[src/rtl/spi_pkg.sv]
`timescale 1ns/1ps
`default_nettype none
// ============================================================================
//  Module      : spi_pkg
//  Description : Shared types and constants for the parametrised SPI master.
//                FSM state encoding, the {cpol, cpha} mode record and the
//                four standard SPI mode constants.
//  Revision    : 1.0 - initial release
// ============================================================================
package spi_pkg;

    typedef enum logic [1:0] {
        IDLE  = 2'd0,
        SETUP = 2'd1,
        XFER  = 2'd2,
        HOLD  = 2'd3
    } spi_state_t;

    typedef struct packed {
        logic cpol;
        logic cpha;
    } spi_mode_t;

    localparam spi_mode_t MODE0 = '{cpol: 1'b0, cpha: 1'b0};
    localparam spi_mode_t MODE1 = '{cpol: 1'b0, cpha: 1'b1};
    localparam spi_mode_t MODE2 = '{cpol: 1'b1, cpha: 1'b0};
    localparam spi_mode_t MODE3 = '{cpol: 1'b1, cpha: 1'b1};

endpackage
`default_nettype wire

[src/rtl/spi_clk_gen.sv]
`timescale 1ns/1ps
`default_nettype none
// ============================================================================
//  Module      : spi_clk_gen
//  Description : SCLK divider. While en is high SCLK toggles every CLK_DIV
//                clk cycles; while en is low the divider is cleared and SCLK
//                rests at cpol.
//  Ports       : clk, rst_n (async, active-low), en, cpol
//                SCLK       - serial clock (registered)
//                lead_tick  - strobe in the cycle whose clk edge moves SCLK
//                             away from cpol
//                trail_tick - strobe in the cycle whose clk edge returns SCLK
//                             to cpol
//  Revision    : 1.0 - initial release
// ============================================================================
module spi_clk_gen #(
    parameter int CLK_DIV = 25
) (
    input  logic clk,
    input  logic rst_n,
    input  logic en,
    input  logic cpol,
    output logic SCLK,
    output logic lead_tick,
    output logic trail_tick
);

    localparam int                 c_div_w    = $clog2(CLK_DIV);
    localparam logic [c_div_w-1:0] c_div_last = c_div_w'(CLK_DIV - 1);

    logic [c_div_w-1:0] r_div;
    logic               w_wrap;

    // The strobes coincide with the clk edge that toggles SCLK, so the
    // consumer acts on exactly the same edge the slave sees.
    assign w_wrap     = en && (r_div == c_div_last);
    assign lead_tick  = w_wrap && (SCLK == cpol);
    assign trail_tick = w_wrap && (SCLK != cpol);

    always_ff @(posedge clk or negedge rst_n) begin
        if (!rst_n) begin
            r_div <= '0;
            SCLK  <= 1'b0;
        end else if (!en) begin
            r_div <= '0;
            SCLK  <= cpol;
        end else if (w_wrap) begin
            r_div <= '0;
            SCLK  <= ~SCLK;
        end else begin
            r_div <= r_div + 1'b1;
        end
    end

endmodule
`default_nettype wire

[src/rtl/spi_master_param.sv]
`timescale 1ns/1ps
`default_nettype none
// ============================================================================
//  Module      : spi_master_param
//  Description : Parametrised full-duplex SPI master, modes 0-3 selectable
//                per transfer, MSB first, start/busy/done handshake, one CS.
//                Build option: SPI_LOOPBACK_EN - samples MOSI instead of MISO.
//  Ports       : clk, rst_n (async, active-low)
//                start, mode[1:0]={CPOL,CPHA}, tx_data - captured in IDLE
//                MISO                                  - slave data in
//                SCLK, MOSI, CS (active-low)           - SPI bus out
//                busy, done (1-cycle), rx_data         - status/result
//  Revision    : 1.0 - initial release
// ============================================================================
module spi_master_param
    import spi_pkg::*;
#(
    parameter int DATA_W  = 8,
    parameter int CLK_DIV = 25
) (
    input  logic              clk,
    input  logic              rst_n,
    input  logic              start,
    input  logic [1:0]        mode,
    input  logic [DATA_W-1:0] tx_data,
    input  logic              MISO,
    output logic              SCLK,
    output logic              MOSI,
    output logic              CS,
    output logic              busy,
    output logic              done,
    output logic [DATA_W-1:0] rx_data
);

    localparam int                  c_div_w    = $clog2(CLK_DIV);
    localparam int                  c_edge_w   = $clog2(2*DATA_W + 1);
    localparam logic [c_div_w-1:0]  c_div_last = c_div_w'(CLK_DIV - 1);
    localparam logic [c_edge_w-1:0] c_edge_pen = c_edge_w'(2*DATA_W - 1);
    localparam logic [c_edge_w-1:0] c_edge_all = c_edge_w'(2*DATA_W);

    spi_state_t          r_state;
    spi_mode_t           r_mode;
    spi_mode_t           w_mode_in;
    logic [DATA_W-1:0]   r_tx_sh;
    logic [DATA_W-1:0]   r_rx_sh;
    logic [c_edge_w-1:0] r_edge_cnt;
    logic [c_div_w-1:0]  r_hold_cnt;
    logic                r_en;
    logic                w_lead;
    logic                w_trail;
    logic                w_sample;
    logic                w_cpol;
    logic                w_accept;

    assign w_mode_in = spi_mode_t'(mode);
    assign w_accept  = (r_state == IDLE) && start;

    // Feed the incoming CPOL straight through on the accepting edge so SCLK
    // already sits at the new idle level from the first SETUP cycle.
    assign w_cpol = w_accept ? w_mode_in.cpol : r_mode.cpol;

`ifdef SPI_LOOPBACK_EN
    assign w_sample = MOSI;
`else
    assign w_sample = MISO;
`endif

    spi_clk_gen #(
        .CLK_DIV    (CLK_DIV)
    ) u_clk_gen (
        .clk        (clk),
        .rst_n      (rst_n),
        .en         (r_en),
        .cpol       (w_cpol),
        .SCLK       (SCLK),
        .lead_tick  (w_lead),
        .trail_tick (w_trail)
    );

    // The divider runs from the accepting edge, so its first wrap lands H
    // cycles later and is SCLK edge 1 (SETUP -> XFER). It is stopped after
    // edge 2*DATA_W; r_hold_cnt then times the remaining XFER half-period
    // and the HOLD half-period.
    always_ff @(posedge clk or negedge rst_n) begin
        if (!rst_n) begin
            r_state    <= IDLE;
            r_mode     <= MODE0;
            r_tx_sh    <= '0;
            r_rx_sh    <= '0;
            r_edge_cnt <= '0;
            r_hold_cnt <= '0;
            r_en       <= 1'b0;
            CS         <= 1'b1;
            MOSI       <= 1'b0;
            busy       <= 1'b0;
            done       <= 1'b0;
            rx_data    <= '0;
        end else begin
            done <= 1'b0;
            case (r_state)
                IDLE: begin
                    if (start) begin
                        r_mode     <= w_mode_in;
                        r_rx_sh    <= '0;
                        r_edge_cnt <= '0;
                        r_hold_cnt <= '0;
                        r_en       <= 1'b1;
                        CS         <= 1'b0;
                        busy       <= 1'b1;
                        r_state    <= SETUP;
                        // CPHA=0 presents the MSB now; CPHA=1 shifts it out
                        // on the first leading edge, so keep it in the reg.
                        if (w_mode_in.cpha) begin
                            r_tx_sh <= tx_data;
                        end else begin
                            r_tx_sh <= tx_data << 1;
                            MOSI    <= tx_data[DATA_W-1];
                        end
                    end
                end

                SETUP, XFER: begin
                    if (w_lead) begin
                        r_edge_cnt <= r_edge_cnt + 1'b1;
                        r_state    <= XFER;
                        if (r_mode.cpha) begin
                            MOSI    <= r_tx_sh[DATA_W-1];
                            r_tx_sh <= r_tx_sh << 1;
                        end else begin
                            r_rx_sh <= {r_rx_sh[DATA_W-2:0], w_sample};
                        end
                    end else if (w_trail) begin
                        r_edge_cnt <= r_edge_cnt + 1'b1;
                        if (r_mode.cpha) begin
                            r_rx_sh <= {r_rx_sh[DATA_W-2:0], w_sample};
                        end else if (r_edge_cnt != c_edge_pen) begin
                            MOSI    <= r_tx_sh[DATA_W-1];
                            r_tx_sh <= r_tx_sh << 1;
                        end
                        if (r_edge_cnt == c_edge_pen) begin
                            r_en       <= 1'b0;
                            r_hold_cnt <= '0;
                        end
                    end else if (r_edge_cnt == c_edge_all) begin
                        if (r_hold_cnt == c_div_last) begin
                            r_hold_cnt <= '0;
                            r_state    <= HOLD;
                        end else begin
                            r_hold_cnt <= r_hold_cnt + 1'b1;
                        end
                    end
                end

                HOLD: begin
                    if (r_hold_cnt == c_div_last) begin
                        r_hold_cnt <= '0;
                        r_state    <= IDLE;
                        CS         <= 1'b1;
                        busy       <= 1'b0;
                        done       <= 1'b1;
                        rx_data    <= r_rx_sh;
                    end else begin
                        r_hold_cnt <= r_hold_cnt + 1'b1;
                    end
                end

                default: r_state <= IDLE;
            endcase
        end
    end

endmodule
`default_nettype wire

[config.mk]
export PLATFORM = sky130hd
export DESIGN_NAME = spi_master_param
export DESIGN_NICKNAME = d
export VERILOG_FILES = /design/src/rtl/spi_pkg.sv /design/src/rtl/spi_clk_gen.sv /design/src/rtl/spi_master_param.sv
export SDC_FILE = /design/constraint.sdc
export NUM_CORES = 1
export LEC_CHECK = 0
export ABC_AREA = 1
export BUFFER_PORTS_ARGS = -buffer_cell sky130_fd_sc_hd__buf_4
export CORE_MARGIN = 4
export CORE_UTILIZATION = 25
export DETAILED_ROUTE_END_ITERATION = 8
export SLEW_MARGIN = 20
export SYNTH_ARGS = -nofsm -noshare
export SYNTH_HDL_FRONTEND = slang
export SYNTH_SLANG_ARGS = --single-unit
export TNS_END_PERCENT = 100
[constraint.sdc]
create_clock -name clk -period 2.19 [get_ports clk]
set_input_delay 0.3285 -clock clk [delete_from_list [all_inputs] [get_ports clk]]
set_output_delay 0.3285 -clock clk [all_outputs]
set_load 0.02 [all_outputs]
== Word-level counts from Yosys, hierarchy flattened ==
Index checks and enable logic that the tools add are counted.

* Register bits after elaboration: 49
* Bits of input ports: 14

* Equality and inequality tests: 28
* Bitwise operators: 1
* Reductions and logical operators: 18
* $add $sub $neg: 3
* Multiplexer cells: 56

{| class="wikitable"
|+ Operators by type and width
! kind !! count
|-
| 8-bit 2-to-1 mux || 12
|-
| 5-bit 2-to-1 mux || 10
|-
| 8-bit one-hot mux with 2 select lines || 2
|-
| 1-bit 2-to-1 mux || 19
|-
| 3-bit by 2-bit inequality test with 1-bit output (second input constant) || 6
|-
| 5-bit by 1-bit adder with 5-bit output (second input constant) || 3
|-
| 5-bit == test (second input constant) || 3
|-
| 5-bit one-hot mux with 3 select lines || 1
|-
| 5-bit AND reduction || 3
|-
| 2-bit 2-to-1 mux || 6
|-
| 2-bit inequality test (second input constant) || 5
|-
| 5-bit one-hot mux with 2 select lines || 1
|-
| 3-bit inequality test (second input constant) || 3
|-
| 1-bit one-hot mux with 2 select lines || 4
|-
| 7-bit AND reduction || 1
|-
| 2-bit one-hot mux with 3 select lines || 1
|-
| 3-bit AND reduction || 2
|-
| 6-bit AND reduction || 1
|-
| 5-bit by 4-bit == test with 1-bit output (second input constant) || 1
|-
| 5-bit by 4-bit inequality test with 1-bit output (second input constant) || 1
|-
| 2-bit == test (second input constant) || 2
|-
| 1-bit logical AND || 4
|-
| 2-bit by 1-bit inequality test with 1-bit output (second input constant) || 2
|-
| 4-bit inequality test (second input constant) || 1
|-
| other kinds (10) || 12
|}

== Longest topological paths before layout ==
* Depth after elaboration: 8
* Mapped depth: 13
* Mapped depth without buffers: 12

== By module ==
A second synthesis with hierarchy kept.

* Cell total of the unflattened synthesis: 350
* Area, all modules: 2710.1 µm²

{| class="wikitable"
|+ Modules (own cells, without submodules)
! module !! times used !! cells an instance !! area an instance (µm²)
|-
| spi_master_param || 1 || 308 || 2372.3
|-
| spi_clk_gen || 1 || 42 || 337.8
|}

== Worst setup path after synthesis ==
No wires, ideal clock.

* Kind: reg-to-reg
* Start: reg r_state[0]
* End: reg r_rx_sh[6]
* Path buffers: 2
* Arrival: 1676 ps
* Setup slack: 397 ps
* Stages on the path, launching flop included: 11
* Required time: 2073 ps
* Library setup time: 117 ps
* Period minus slack after synthesis: 1793 ps
* Cells stage by stage: dfrtp_1 inv_1 ha_1 clkbuf_1 inv_1 nand2_1 a21oi_4 nand3_4 buf_6 nand2_1 o21ai_2

* Cells in the longest elaborated chain, start to end: 7

{| class="wikitable"
|+ Ends and longest elaborated chain
! what !! RTL line !! text
|-
| from (decl) || spi_master_param.sv:41 || <nowiki>spi_state_t r_state;</nowiki>
|-
| from (signal assigned) || spi_master_param.sv:86 || <nowiki>r_state <= IDLE;</nowiki>
|-
| from (signal assigned) || spi_master_param.sv:110 || <nowiki>r_state <= SETUP;</nowiki>
|-
| from (signal assigned) || spi_master_param.sv:125 || <nowiki>r_state <= XFER;</nowiki>
|-
| 2-bit logical NOT || spi_master_param.sv:56, spi_master_param.sv:100 ||
|-
| 1-bit logical AND || spi_master_param.sv:56 || <nowiki>assign w_accept = (r_state == IDLE) && start;</nowiki>
|-
| 1-bit 2-to-1 mux || spi_master_param.sv:60 || <nowiki>assign w_cpol = w_accept ? w_mode_in.cpol : r_mode.cpol;</nowiki>
|-
| 1-bit == test or 1-bit inequality test (tied branches) || spi_clk_gen.sv:37, spi_clk_gen.sv:38 ||
|-
| 1-bit logical AND (on tied branches) || spi_clk_gen.sv:37, spi_clk_gen.sv:38 ||
|-
| 3-bit inequality test (no source line), or another cell as far along || -- ||
|-
| 5-bit AND reduction (no source line) or 8-bit one-hot mux with 2 select lines (tied branches) || -- ||
|-
| to (signal assigned) || spi_master_param.sv:130 || <nowiki>r_rx_sh <= {r_rx_sh[DATA_W-2:0], w_sample};</nowiki>
|-
| to (signal assigned) || spi_master_param.sv:135 || <nowiki>r_rx_sh <= {r_rx_sh[DATA_W-2:0], w_sample};</nowiki>
|-
| to (decl) || spi_master_param.sv:45 || <nowiki>logic [DATA_W-1:0] r_rx_sh;</nowiki>
|}

Parallel ways exist; a longest one is shown, timed or not.
A chain may end at the register's enable or synchronous reset.

== Final worst setup path ==
* Start: reg r_state[0]
* End: reg MOSI

* Cells in the longest elaborated chain, start to end: 7

{| class="wikitable"
|+ Ends and longest elaborated chain
! what !! RTL line !! text
|-
| 2-bit logical NOT || spi_master_param.sv:56, spi_master_param.sv:100 ||
|-
| 1-bit logical AND || spi_master_param.sv:56 ||
|-
| 1-bit 2-to-1 mux || spi_master_param.sv:60 ||
|-
| 1-bit inequality test or 1-bit == test (tied branches) || spi_clk_gen.sv:38, spi_clk_gen.sv:37 ||
|-
| 1-bit logical AND (on tied branches) || spi_clk_gen.sv:38, spi_clk_gen.sv:37 ||
|-
| 4-bit inequality test (no source line), or another cell as far along || -- ||
|-
| 7-bit AND reduction (no source line) or 1-bit one-hot mux with 2 select lines (tied branches) || -- ||
|-
| to (signal assigned) || spi_master_param.sv:117 || <nowiki>MOSI <= tx_data[DATA_W-1];</nowiki>
|-
| to (signal assigned) || spi_master_param.sv:127 || <nowiki>MOSI <= r_tx_sh[DATA_W-1];</nowiki>
|-
| to (signal assigned) || spi_master_param.sv:137 || <nowiki>MOSI <= r_tx_sh[DATA_W-1];</nowiki>
|-
| to (decl) || spi_master_param.sv:28 || <nowiki>output logic MOSI,</nowiki>
|}

Parallel ways exist; a longest one is shown, timed or not.

==> results.toml <==
[outcome]
status = "complete, no violations"

[yosys]
synth_top_family_by_area = "simple AND/OR/NAND/NOR gates"
synthAdderAreaFrac_pct = 4.089
synthSimpleGateAreaFrac_pct = 32.08
synth_cell_type_count = 33
synth_top_area_cell = "dfrtp_1"
synth.area.top_cells = "dfrtp_1 44%, nand2_1 18%, nand3_1 6.2%"
seq_area_frac_synth_pct = 44.57
synth_top_cell_area_share_pct = 43.62
synth_cells = 361
yosysWarnings = 0
synth_xor_area_share_pct = 0.9541
synth_compound_area_share_pct = 11.18
synth.mux.area_fraction_pct = 0
synth_area_sq_um = 2754
syn_avg_cell_area_sq_um = 7.629
syn-num-nets = 384
ys_ff_latch = 49

[global_route]
grt_max_degree = 50
grt_pass1_vias = 2216
grt_use_total_pct = 9.588
grt-ovfl-total = 0
grt_pass1_wl_microns = 10140
antenna_found_initial = 0

[die]
die_y_microns = 113.0
num_io_pins = 27
coreArea_sq_um = 10790
die-area_sq_um = 12760
start_util_pct = 25.52
fp-row-count = 38
die_x_microns = 113.0

[critical_path]
worstPathArrival_ns = 2.19
crit_path_max_fanout = 9
criticalPathCategory = "reg -> reg"
timing.rr.end = "MOSI"
startpoint_type = "flip-flop"
end_kind = "flip-flop"
crit_required_ns = 2.45
r2r_start = "r_state[0]"
ff2ff_path_depth = 12
rrSetupSlack_ns = 0.26

[power_and_ir_drop]
peakVddDrop_mv = 0.4891
powerDensity_nw_per_um2 = 1231
p_leak_nw = 1.586

[sta]
fmax_mhz = 517.1
post-route-period-util_pct = 88.30
maxSlewHeadroom_pct = 58.54
fin_setup_tns_ns = 0
finalMaxSlewViolations = 0
min_period_ns = 1.934
rsz0062_at_grt = "no"
whs_ns = 0.01517
hold_viol = 0
fin_skew_ns = 0.006920
setup_viol_count_final = 0
worstMarginPinSlew_ns = 0.6219

[detailed_routing]
drc_errors = 0
antenna_left = 0
first_iter_violations = 99
vias_per_cell = 4.381
routed-via-count = 2313
drt_wl_total_microns = 5799
wl_per_cell_microns = 10.98
drt_first_pass_iters = 4

[cts]
cts_root_buffer = "clkbuf_8"
cts.sinks = 49
clockBufferDepth = 2
cts.clk_slew.worst_paths_ns = 0.09
cts_tree = "built"
htree_levels = 2
cts_setup_buffers = 0
cts_made_buffers = 5
cts-resized-gates = 0
cts_hold_repair.buffers = 0
clkLatencyLatePin_ns = 0.31

[finish]
diodes = 0
drive_gt1_share_pct = 15.72
area_growth_pct = 16.08
final_nets = 411

[hold_path]
min_path_type = "in -> async"

[placed_design]
gp_congestion = 0.8261
hpwl_microns = 4309
io_buffers = 26

[run]
cap_violations = 0
-- metrics by stage --
step                      util (%)  std cells  worst slack (ns)  power, mW  cell area, sq um
after floorplan                  -        361            0.3969      2.912              2754
after detailed placement     28.76        521            0.1855      3.390              3104
after global routing         29.62        528           0.02661      4.335              3197
after global placement       28.76        521            0.2514      3.353              3104
after CTS                    29.60        528            0.1589      3.970              3194
final                        29.62        528            0.2562      3.935              3197
-- state kept, by name (all words and copies together) (netlist names) --
register / cells
r_en: 1
busy: 1
u_clk_gen.r_div: 5
CS: 1
done: 1
r_state: 2
r_hold_cnt: 5
r_tx_sh: 8
MOSI: 1
u_clk_gen.SCLK: 1
r_mode: 2
r_rx_sh: 8
r_edge_cnt: 5
rx_data: 8
-- power by group --
group	internal [mW]	switching, mW
combinational	0.692	1.27
clock	0.250	0.315
sequential	1.19	0.223
-- critical path, cell delays in order (launching register included) --
cell and delay [ns]:
dfrtp_1 0.41, inv_1 0.07, ha_2 0.26, nand2_2 0.11, nand2_1 0.11, nand2_1 0.12
nand2_1 0.09, nand3_1 0.08, nand2_1 0.08, inv_1 0.17, nor2_8 0.22, nand3_1 0.09
nand2_1 0.07
-- layout by cell type, fill, tap and decap left out --
| cell | count |
|---|---|
| nand2_1 | 132 |
| dfrtp_1 | 48 |
| inv_1 | 35 |
| nand3_1 | 34 |
| buf_4 | 31 |
| o21ai_0 | 27 |
| nor2_1 | 20 |
| o21ai_2 | 8 |
| ha_1 | 8 |
| clkbuf_8 | 6 |
| nand4_1 | 5 |
| a21oi_1 | 4 |
| o21ai_1 | 4 |
| nand2_2 | 3 |
| inv_2 | 2 |
| xor2_1 | 2 |
| nor2_2 | 2 |
| o21a_1 | 2 |
| o21bai_1 | 2 |
| dfstp_2 | 1 |
| nor3_4 | 1 |
| nand3_2 | 1 |
| nor3_1 | 1 |
| a21oi_4 | 1 |
| nand2_4 | 1 |
| nor2_8 | 1 |
| nand3_4 | 1 |
| o32ai_1 | 1 |
| o211ai_1 | 1 |
| xnor2_1 | 1 |
| ha_2 | 1 |
| clkinvlp_4 | 1 |
-- logic make-up after synthesis --
family,Yosys count
xor+xnor,3
simple gates,202
compound gates,50
fa+ha+maj,9
flops,49
buf+inv,48
-- worst max-delay path by stage --
stage	from	slack, ns	cells past startpoint	to
3_3_place_gp	r_state[0]	0.25	11	MOSI
4_1_cts	r_state[0]	0.16	12	MOSI
2_1_floorplan	r_state[0]	0.40	10	r_rx_sh[6]
5_1_grt	r_state[0]	0.03	12	r_hold_cnt[4]
6_report	r_state[0]	0.26	12	MOSI
3_5_place_dp	r_state[0]	0.19	12	MOSI
-- cell usage after synthesis (all sizes together) --
| master | number |
|---|---|
| a21oi | 5 |
| buf | 5 |
| clkbuf | 6 |
| dfrtp | 48 |
| dfstp | 1 |
| ha | 9 |
| inv | 37 |
| nand2 | 136 |
| nand3 | 36 |
| nand4 | 5 |
| nor2 | 23 |
| nor3 | 2 |
| o211ai | 1 |
| o21a | 2 |
| o21ai | 39 |
| o21bai | 2 |
| o32ai | 1 |
| xnor2 | 1 |
| xor2 | 2 |
-- routing by layer --
layer / up-vias / share of wire (%) / GRT usage, %
met5: - / 0 / 0
met4: 0 / 1.8 / 4.006
met3: 8 / 2.8 / 1.925
met2: 22 / 47 / 15.76
met1: 1076 / 48 / 12.30
li1: 1207 / - / -
-- final cells by class --
class | instances | area, sq um
fill | 1153 | 7596
multi-input combinational | 264 | 1333
sequential | 49 | 1227
timing repair buffer | 31 | 232.7
tap | 140 | 175.2
inverter | 37 | 138.9
clock buffer | 6 | 82.58
clock inverter | 1 | 7.507
(Power assumes the default switching activity.)
